`src/rtl/register_file_pkg.sv`:
```
// Shared datapath constants for the CPU register file slice.
package cpu_pkg;

  localparam int WORD_W       = 8;
  localparam int NUM_REGS     = 8;
  localparam int REG_ADDR_W   = $clog2(NUM_REGS);
  localparam int ZERO_REG_IDX = 0;

  typedef logic [WORD_W-1:0]     word_t;
  typedef logic [REG_ADDR_W-1:0] reg_addr_t;

endpackage

```
`src/rtl/register_file_if.sv`:
```
// Decode/writeback-side bus of the register file: one write port, two read ports.
interface register_file_if
  import cpu_pkg::*;
#(
  parameter int WIDTH  = WORD_W,
  parameter int ADDR_W = REG_ADDR_W
) ();

  logic              we;
  logic [ADDR_W-1:0] waddr;
  logic [WIDTH-1:0]  wdata;
  logic [ADDR_W-1:0] raddr_a;
  logic [WIDTH-1:0]  rdata_a;
  logic [ADDR_W-1:0] raddr_b;
  logic [WIDTH-1:0]  rdata_b;

  modport master (
    output we, waddr, wdata, raddr_a, raddr_b,
    input  rdata_a, rdata_b
  );

  modport slave (
    input  we, waddr, wdata, raddr_a, raddr_b,
    output rdata_a, rdata_b
  );

endinterface

```
`src/rtl/register_file_load_register.sv`:
```
// One WIDTH-bit register entry: synchronous active-high clear, load-gated capture.
module load_register
  import cpu_pkg::*;
#(
  parameter int WIDTH = WORD_W
) (
  input  logic             clk,
  input  logic             rst,
  input  logic             load,
  input  logic [WIDTH-1:0] d,
  output logic [WIDTH-1:0] q
);

  logic [WIDTH-1:0] r_q;

  always_ff @(posedge clk) begin
    if (rst) begin
      r_q <= '0;
    end else if (load) begin
      r_q <= d;
    end
  end

  assign q = r_q;

endmodule

```
`src/rtl/register_file.sv`:
```
// WIDTH x DEPTH register file: one synchronous write port, two combinational read
// ports, optional write-to-read bypass and hard-wired zero register.
module register_file
  import cpu_pkg::*;
#(
  parameter int WIDTH    = WORD_W,
  parameter int DEPTH    = NUM_REGS,
  parameter int ADDR_W   = $clog2(DEPTH),
  parameter int BYPASS   = 1,
  parameter int ZERO_REG = 0
) (
  input  logic           clk,
  input  logic           rst,
  register_file_if.slave bus
);

  localparam logic [ADDR_W:0]   LP_DEPTH = (ADDR_W+1)'(DEPTH);
  localparam logic [ADDR_W-1:0] LP_ZERO  = ADDR_W'(ZERO_REG_IDX);

  logic [WIDTH-1:0]  w_q      [DEPTH];
  logic [DEPTH-1:0]  w_load;
  logic              w_wr_ok;
  logic [ADDR_W-1:0] w_raddr  [2];
  logic [WIDTH-1:0]  w_rdata  [2];

  // A write is effective only when in range, not to the zero register and not under reset.
  assign w_wr_ok = bus.we && !rst && ({1'b0, bus.waddr} < LP_DEPTH) &&
                   !((ZERO_REG != 0) && (bus.waddr == LP_ZERO));

  for (genvar g = 0; g < DEPTH; g++) begin : g_entry
    assign w_load[g] = w_wr_ok && (bus.waddr == ADDR_W'(g));

    load_register #(.WIDTH(WIDTH)) u_reg (
      .clk  (clk),
      .rst  (rst),
      .load (w_load[g]),
      .d    (bus.wdata),
      .q    (w_q[g])
    );
  end

  assign w_raddr[0] = bus.raddr_a;
  assign w_raddr[1] = bus.raddr_b;

  always_comb begin
    for (int unsigned p = 0; p < 2; p++) begin
      w_rdata[p] = '0;
      if (({1'b0, w_raddr[p]} < LP_DEPTH) &&
          !((ZERO_REG != 0) && (w_raddr[p] == LP_ZERO))) begin
        if ((BYPASS != 0) && w_wr_ok && (w_raddr[p] == bus.waddr)) begin
          w_rdata[p] = bus.wdata;
        end else begin
          w_rdata[p] = w_q[w_raddr[p]];
        end
      end
    end
  end

  assign bus.rdata_a = w_rdata[0];
  assign bus.rdata_b = w_rdata[1];

endmodule
```
`src/flat_wrapper.sv`:
```
// flat-port wrapper written by rule: the top's interface ports become plain ports
module register_file_flat import cpu_pkg::*;
#(
  parameter int WIDTH    = WORD_W,
  parameter int DEPTH    = NUM_REGS,
  parameter int ADDR_W   = $clog2(DEPTH),
  parameter int BYPASS   = 1,
  parameter int ZERO_REG = 0
)
  (clk, rst, bus_we, bus_waddr, bus_wdata, bus_raddr_a, bus_raddr_b, bus_rdata_a, bus_rdata_b);
  register_file_if #(.WIDTH(WIDTH), .ADDR_W(ADDR_W)) bus_i ();
  input  logic clk;
  input  logic rst;
  input wire logic [$bits(bus_i.we)-1:0] bus_we;
  input wire logic [$bits(bus_i.waddr)-1:0] bus_waddr;
  input wire logic [$bits(bus_i.wdata)-1:0] bus_wdata;
  input wire logic [$bits(bus_i.raddr_a)-1:0] bus_raddr_a;
  input wire logic [$bits(bus_i.raddr_b)-1:0] bus_raddr_b;
  output wire logic [$bits(bus_i.rdata_a)-1:0] bus_rdata_a;
  output wire logic [$bits(bus_i.rdata_b)-1:0] bus_rdata_b;
  assign bus_i.we = bus_we;
  assign bus_i.waddr = bus_waddr;
  assign bus_i.wdata = bus_wdata;
  assign bus_i.raddr_a = bus_raddr_a;
  assign bus_i.raddr_b = bus_raddr_b;
  assign bus_rdata_a = bus_i.rdata_a;
  assign bus_rdata_b = bus_i.rdata_b;
  register_file #(.WIDTH(WIDTH), .DEPTH(DEPTH), .ADDR_W(ADDR_W), .BYPASS(BYPASS), .ZERO_REG(ZERO_REG)) u_core (.clk(clk), .rst(rst), .bus(bus_i));
endmodule
```
`config.mk`:
```
export PLATFORM = sky130hd
export DESIGN_NAME = register_file_flat
export DESIGN_NICKNAME = d
export VERILOG_FILES = /design/src/rtl/register_file_pkg.sv /design/src/rtl/register_file_if.sv /design/src/rtl/register_file_load_register.sv /design/src/rtl/register_file.sv /design/src/flat_wrapper.sv
export SDC_FILE = /design/constraint.sdc
export NUM_CORES = 1
export LEC_CHECK = 0
export CAP_MARGIN = 20
export CORE_MARGIN = 2
export CORE_UTILIZATION = 58
export DETAILED_ROUTE_END_ITERATION = 6
export GPL_ROUTABILITY_DRIVEN = 0
export PLACE_DENSITY_LB_ADDON = 0.12
export SETUP_SLACK_MARGIN = 0.5
export SYNTH_ARGS = -nofsm -noshare
export SYNTH_HDL_FRONTEND = slang
export SYNTH_SLANG_ARGS = --single-unit
```
`constraint.sdc`:
```
create_clock -name clk -period 2.6 [get_ports clk]
set_clock_uncertainty 0.05 [all_clocks]
set_input_delay 0.52 -clock clk [delete_from_list [all_inputs] [get_ports clk]]
set_output_delay 0.52 -clock clk [all_outputs]
set_load 0.005 [all_outputs]
```
==> results of run 1 <==
[worst register-to-register path: cells and delay by family, from the launching register on]
family	cells	cell delay [ns]
flops	1	0.35
compound gates	2	0.34
[metrics by stage]
step	util (%)	setup TNS [ns]	power, W	worst slack [ns]	hold WS, ns
3_3_place_gp	70.0	-11.15	0.00135	-0.728	0.425
4_1_cts	76.1	0	0.00221	0.0142	0.447
3_5_place_dp	70.0	-11.36	0.00136	-0.764	0.436
5_1_grt	76.5	-0.0799	0.00228	-0.0249	0.470
2_1_floorplan	-	0	0.00122	0.268	0.409
6_report	76.5	0	0.00223	0.0162	0.446
[final timing paths]
check                                                     to  slack (ns)  cells after the start                    startpoint
worst min register to register  u_core.g_entry[4].u_reg.q[6]        0.45                      2  u_core.g_entry[4].u_reg.q[6]
worst max-delay path                          bus_rdata_b[2]        0.02                      7                bus_raddr_b[0]
worst max register to register  u_core.g_entry[6].u_reg.q[4]        1.76                      2  u_core.g_entry[6].u_reg.q[4]
worst min-delay path            u_core.g_entry[4].u_reg.q[6]        0.45                      2  u_core.g_entry[4].u_reg.q[6]
[repair_timing]
item / CTS / global route
gates cloned: 2 / 0
setup endpoints to repair: 16 / 17
buffers inserted: 10 / 0
resized for setup: 133 / 5
hold buffers: 0 / 0
pin swaps: 5 / 2
[placed cells by master (no fill, tap or decap), drive strengths merged]
master / n
dfxtp: 64
nand2b: 2
clkbuf: 11
and2: 1
a21oi: 64
buf: 75
nand4: 2
and3b: 1
clkinvlp: 3
nor2b: 3
nand3: 64
clkdlybuf4s15: 2
bufinv: 1
clkdlybuf4s50: 8
mux4: 32
or3b: 1
clkinv: 1
nor2: 1
nand2: 1
nor3b: 1
mux2: 32
nand3b: 1
dlygate4sd2: 6
xnor2: 6
o21ai: 64
or2: 1
[cell type report]
cell class	instances	area, um2
fillers	423	1490
well taps	77	96.3
clock inverters	5	57.6
multi-input cells	277	2330
clock buffers	11	131
flip-flops and latches	64	1280
repair buffers	91	933
[per-layer routing]
metal,vias up,global-route usage (%)
li1,1580,-
met1,1721,43.7
met2,260,52.4
met3,35,6.29
met4,0,15.9
met5,-,0
[where the power goes]
part / leakage (nW) / internal (W) / switching, W
combinational: 1.19 / 0.000184 / 0.000200
sequential: 0.517 / 0.000992 / 0.00000973
clock: 0.0856 / 0.000442 / 0.000398
[logic make-up after synthesis]
group           Yosys count
mux                      64
simple gates             79
xor+xnor                  6
compound gates          128
buf+inv                  52
flops                    64
==> metrics.txt, run 1 <==
failing checks design-rule violations; Post-Synth Adder-Cell Area 0%; die footprint just over 0.007 mm2; Post-synth ARST share 0%; die width between 80 and 90 um; CTS sink count 64; Syn Nets slightly above 400; Post-DP HPWL 6960 um; PortBufs 35; cell area after synthesis around 0.0038 mm2; Worst EP arrival between 2 and 2.5 ns; sequential share of the synthesized area 34.0%; Worst Setup End Kind primary output; slowest stage delay, CP around 0.49 ns; first-pass GRT wire length 18,300 um; Synth top cells by count a21oi_1, dfxtp_1, nand3_1; Worst-Skew Late Latency around 0.34 ns; Crit path top cell by count buf_12; worst hold path type reg2reg; crit path cell chain buf_12 > buf_12 > buf_12 > mux4_2 > mux2_4 > mux2_4 > buf_6; clock period minus worst slack about 2.6 ns; family with the most delay on the worst path multiplexers; Finished Cell Area between 0.004 and 0.005 mm2; synth top area cells dfxtp_1, mux4_2, mux2_2; wirelength, routed between 10,000 and 15,000 um; leakage power about 1.8 nW; remaining global-route overflow 0; crit path kind in2out; largest family of logic cells by synthesized area multiplexers; GR Util All Layers about a third; Post-synth EDFFs 0; pwr dens between 400 and 500 mW/mm2; XOR/XNOR share of the synthesized area under 10%; Die H between 80 and 90 um; post-synthesis compound-gate area fraction between 10% and 20%; WL met1 approximately 4400 um; n_diodes 0; Setup violations, final 0; Pins Over Slew Limit 0; total CTS buffers 9; Simple-Gate Fraction of Synth Area between 10 and 15%; CP Max Fanout 7; CP max stage cell mux4_2; Final #Nets 463; Max-cap violations 0; fmax between 300 and 400 MHz; Worst slew margin approximately two thirds; vias post-DR between 3,000 and 4,000; Fin. Hold Viols 0; Syn Inst Count 393; area delta synth->final 27.9%; antenna violations before repair 0; Finished Layout Cells between 500 and 600; slew of the pin with the lowest slew margin 0.518 ns; H-tree depth 3; initial core utilization 59.8%; FP Rows 29; Required @ worst endpoint between 2 and 2.5 ns; number of flip-flops in the largest register 64; CTS tree yes; Most used DFF post-synth dfxtp_1; DR top layer met4; drt first pass iters 7; Reg clk slew, reported paths around 0.07 ns; Via density ~7; Yosys top cell by area dfxtp_1; DR WL/cell ~22 um; status finished, violations left; RSZ-0062 raised after global routing true; register bit total from synthesis between 60 and 70; routed wl met3 between 1000 and 1500 um; Buf/Inv on CP 4; largest net degree at the start of global routing 69; # placed instances 497; mux contribution to synthesized area ~30%; # IOs 36; drc violations 2; ANT nets after route 0; final cycle utilization of the critical path 99.4%; Max Buffers Root-to-Sink 2; YS warnings 0; post-synth cell types 26; share of cells above drive strength 1 between 30% and 40%; 1st-iter DRT viols about 460; Syn Area/Cell between 9 and 10 um2; total length of routed met2 wires around 5600 um; Core ar. around 0.0063 mm2; top cell type's share of synthesized area between 30 and 40%; CTS root buf clkbuf_8; worst vdd ir between 0.3 and 0.4 mV; vias in the first global route between 3,000 and 4,000; crit start category input pin; Area after DPL approximately 0.0044 mm2
Power figures use the tool's default switching activity.
==> run 2, diff against run 1 <==
clock period = 2.67 ns   (was 2.6 ns; I/O delays follow)
==> run 2 against run 1 <==
Against the previous run:
- the flow now finishes without violations
- non-clock buffer count increased by 8
- count of clock-buffer cells in the layout is the same
- critical endpoint is now bus_rdata_b[3]
- worst setup slack improved by 0.031 ns
- combinational power is 2% higher
==> metrics.txt, run 2 (synthesis results as in run 1) <==
Post-DP HPWL 6980 um (+0.30%); status completed; Worst Setup End Kind primary output; Worst slew margin 51.4% (-14 points); crit start category input pin; Setup TNS 0 ns (unchanged); crit path kind in2out; drc violations 0 (-2); Required @ worst endpoint 2.09 ns (+0.06 ns); clock period minus worst slack roughly 2.6 ns; worst hold path type reg2reg; number of flip-flops in the largest register 64 (unchanged); Setup violations, final 0 (unchanged); antenna violations before repair 0 (unchanged); Clock power frac 37.5% (-0.2 points); ANT nets after route 0 (unchanged); Via density 6.86 (+0.17%); 1st-iter DRT viols 514 (+12%); hold depth 2 (unchanged); Max Buffers Root-to-Sink 2 (unchanged); CTS sink count 64 (unchanged); worst vdd ir 0.333 mV (-6.9%); initial core utilization 59.8% (unchanged); Psw 0.000580 W (-4.6%); final cycle utilization of the critical path 98.2%; Reg clk slew, reported paths 0.06 ns (about the same); fill cell count 448 (+5.9%); Core ar. 0.00631 mm2 (unchanged); Die H 84.7 um (unchanged); Worst-Skew Late Latency 0.34 ns (about the same); cells on worst reg2reg path 2 (unchanged); slew of the pin with the lowest slew margin 0.728 ns (+0.211 ns); largest net degree at the start of global routing 69 (unchanged); Crit path top cell by count buf_12; Area after DPL 0.00442 mm2 (unchanged); Max-cap violations 0 (unchanged); Post-CTS Hold Buffers 0 (unchanged); Worst EP arrival 2.04 ns (+0.03 ns); remaining global-route overflow 0 (unchanged); Pint 0.00160 W (-0.86%); vias in the first global route 3,610 (+2.8%); die footprint 0.00717 mm2 (unchanged); Finished Cell Area 0.00492 mm2 (+2.0%); switching share of power 26.6% (-0.75 points); n_diodes 0 (unchanged); commonest non-fill, non-tap cells in the layout nand3_1, a21oi_1, dfxtp_1; drt first pass iters 5 (-2); FP Rows 29 (unchanged); CTS tree yes; total CTS buffers 9 (unchanged); # placed instances 497 (unchanged); share of cells above drive strength 1 37.4% (+2.1 points); Final #Nets 471 (+1.7%); area delta synth->final 30.5%; pwr dens 444 mW/mm2 (-3.8%); CP max stage cell mux4_2; wirelength, routed 12,100 um (+3.5%); vias post-DR 3,650 (+1.5%); PortBufs 35 (unchanged); DR WL/cell 22.7 um (+2.2%); Pins Over Slew Limit 0 (unchanged); slowest stage delay, CP 0.52 ns (+0.03 ns); Finished Layout Cells 532 (+1.3%); Seq pwr share 44.7% (-0.3 points); CP Max Fanout 6 (-1); fmax ~380 MHz; RSZ-0062 raised after global routing true; Fin. Hold Viols 0 (unchanged); die width 84.7 um (unchanged); leakage power 1.86 nW (+4.1%); combinational share of power 17.9% (+0.7 points); H-tree depth 3 (unchanged); crit path cell chain buf_12 > buf_12 > buf_12 > mux4_2 > mux2_4 > mux2_4 > buf_6; # IOs 36 (unchanged); first-pass GRT wire length 18,900 um (+3.3%); GR Util All Layers 34.6% (+1.6 points); CTS root buf clkbuf_8
## run 2: cell types whose count changed in the layout (fill, tap and decap cells not counted), sizes merged
cell and delta:
clkinvlp -3, clkinv +2, dlygate4sd2 -1, buf +8, clkdlybuf4s15 -1, clkbuf +2
## run 2: metal layers
layer,vias up,part of all wire [%],routed length (um),global-route usage (%)
li1,1590,-,-,-
met1,1756,37,4480,42.9
met2,260,49,5910,56.0
met3,44,11,1270,9.64
met4,0,3.3,402,16.6
met5,-,0,0,0
## run 2: worst max-delay path, delay by kind of cell
family | cells | cell delay [ns]
buffers and inverters | 4 | 0.43
muxes | 3 | 1.07
## run 2: layout make-up
class	instances	area, um2	area share (%)
flip-flops and latches	64	1280	26.0
multi-input cells	277	2350	47.7
repair buffers	99	1010	20.5
well taps	77	96.3	1.96
clock inverters	4	45.0	0.915
clock buffers	11	141	2.87
## run 2: final timing paths
path / start / endpoint / slack (ns)
min reg2reg: u_core.g_entry[2].u_reg.q[3] / u_core.g_entry[2].u_reg.q[3] / 0.45
min: u_core.g_entry[2].u_reg.q[3] / u_core.g_entry[2].u_reg.q[3] / 0.45
max: bus_raddr_b[0] / bus_rdata_b[3] / 0.05
max reg2reg: u_core.g_entry[7].u_reg.q[0] / u_core.g_entry[7].u_reg.q[0] / 1.91
## run 2: repair_timing
action,CTS,global route
pin swaps,3,3
cloned,2,0
setup buffers,18,0
setup endpoints to repair,16,16
endpoints found under the hold margin,0,0
resized for setup,137,9
## run 2: metrics by stage
stage          hold slack (ns)  total power [W]  worst slack [ns]  utilization [%]
3_5_place_dp             0.432          0.00132            -0.704             70.0
5_1_grt                  0.468          0.00224            0.0242             78.0
3_3_place_gp             0.421          0.00131            -0.678             70.0
4_1_cts                  0.443          0.00217            0.0601             77.6
6_report                 0.446          0.00218            0.0468             78.0
2_1_floorplan            0.409          0.00119             0.310                -
## run 2: power by group through the flow
stage               Clock [W]  Combinational, W  Sequential [W]
floorplan                   0          0.000199        0.000993
global placement            0          0.000317        0.000996
detailed placement          0          0.000322        0.000997
CTS                  0.000816          0.000376        0.000976
global route         0.000857          0.000408        0.000977
finish               0.000818          0.000390        0.000976
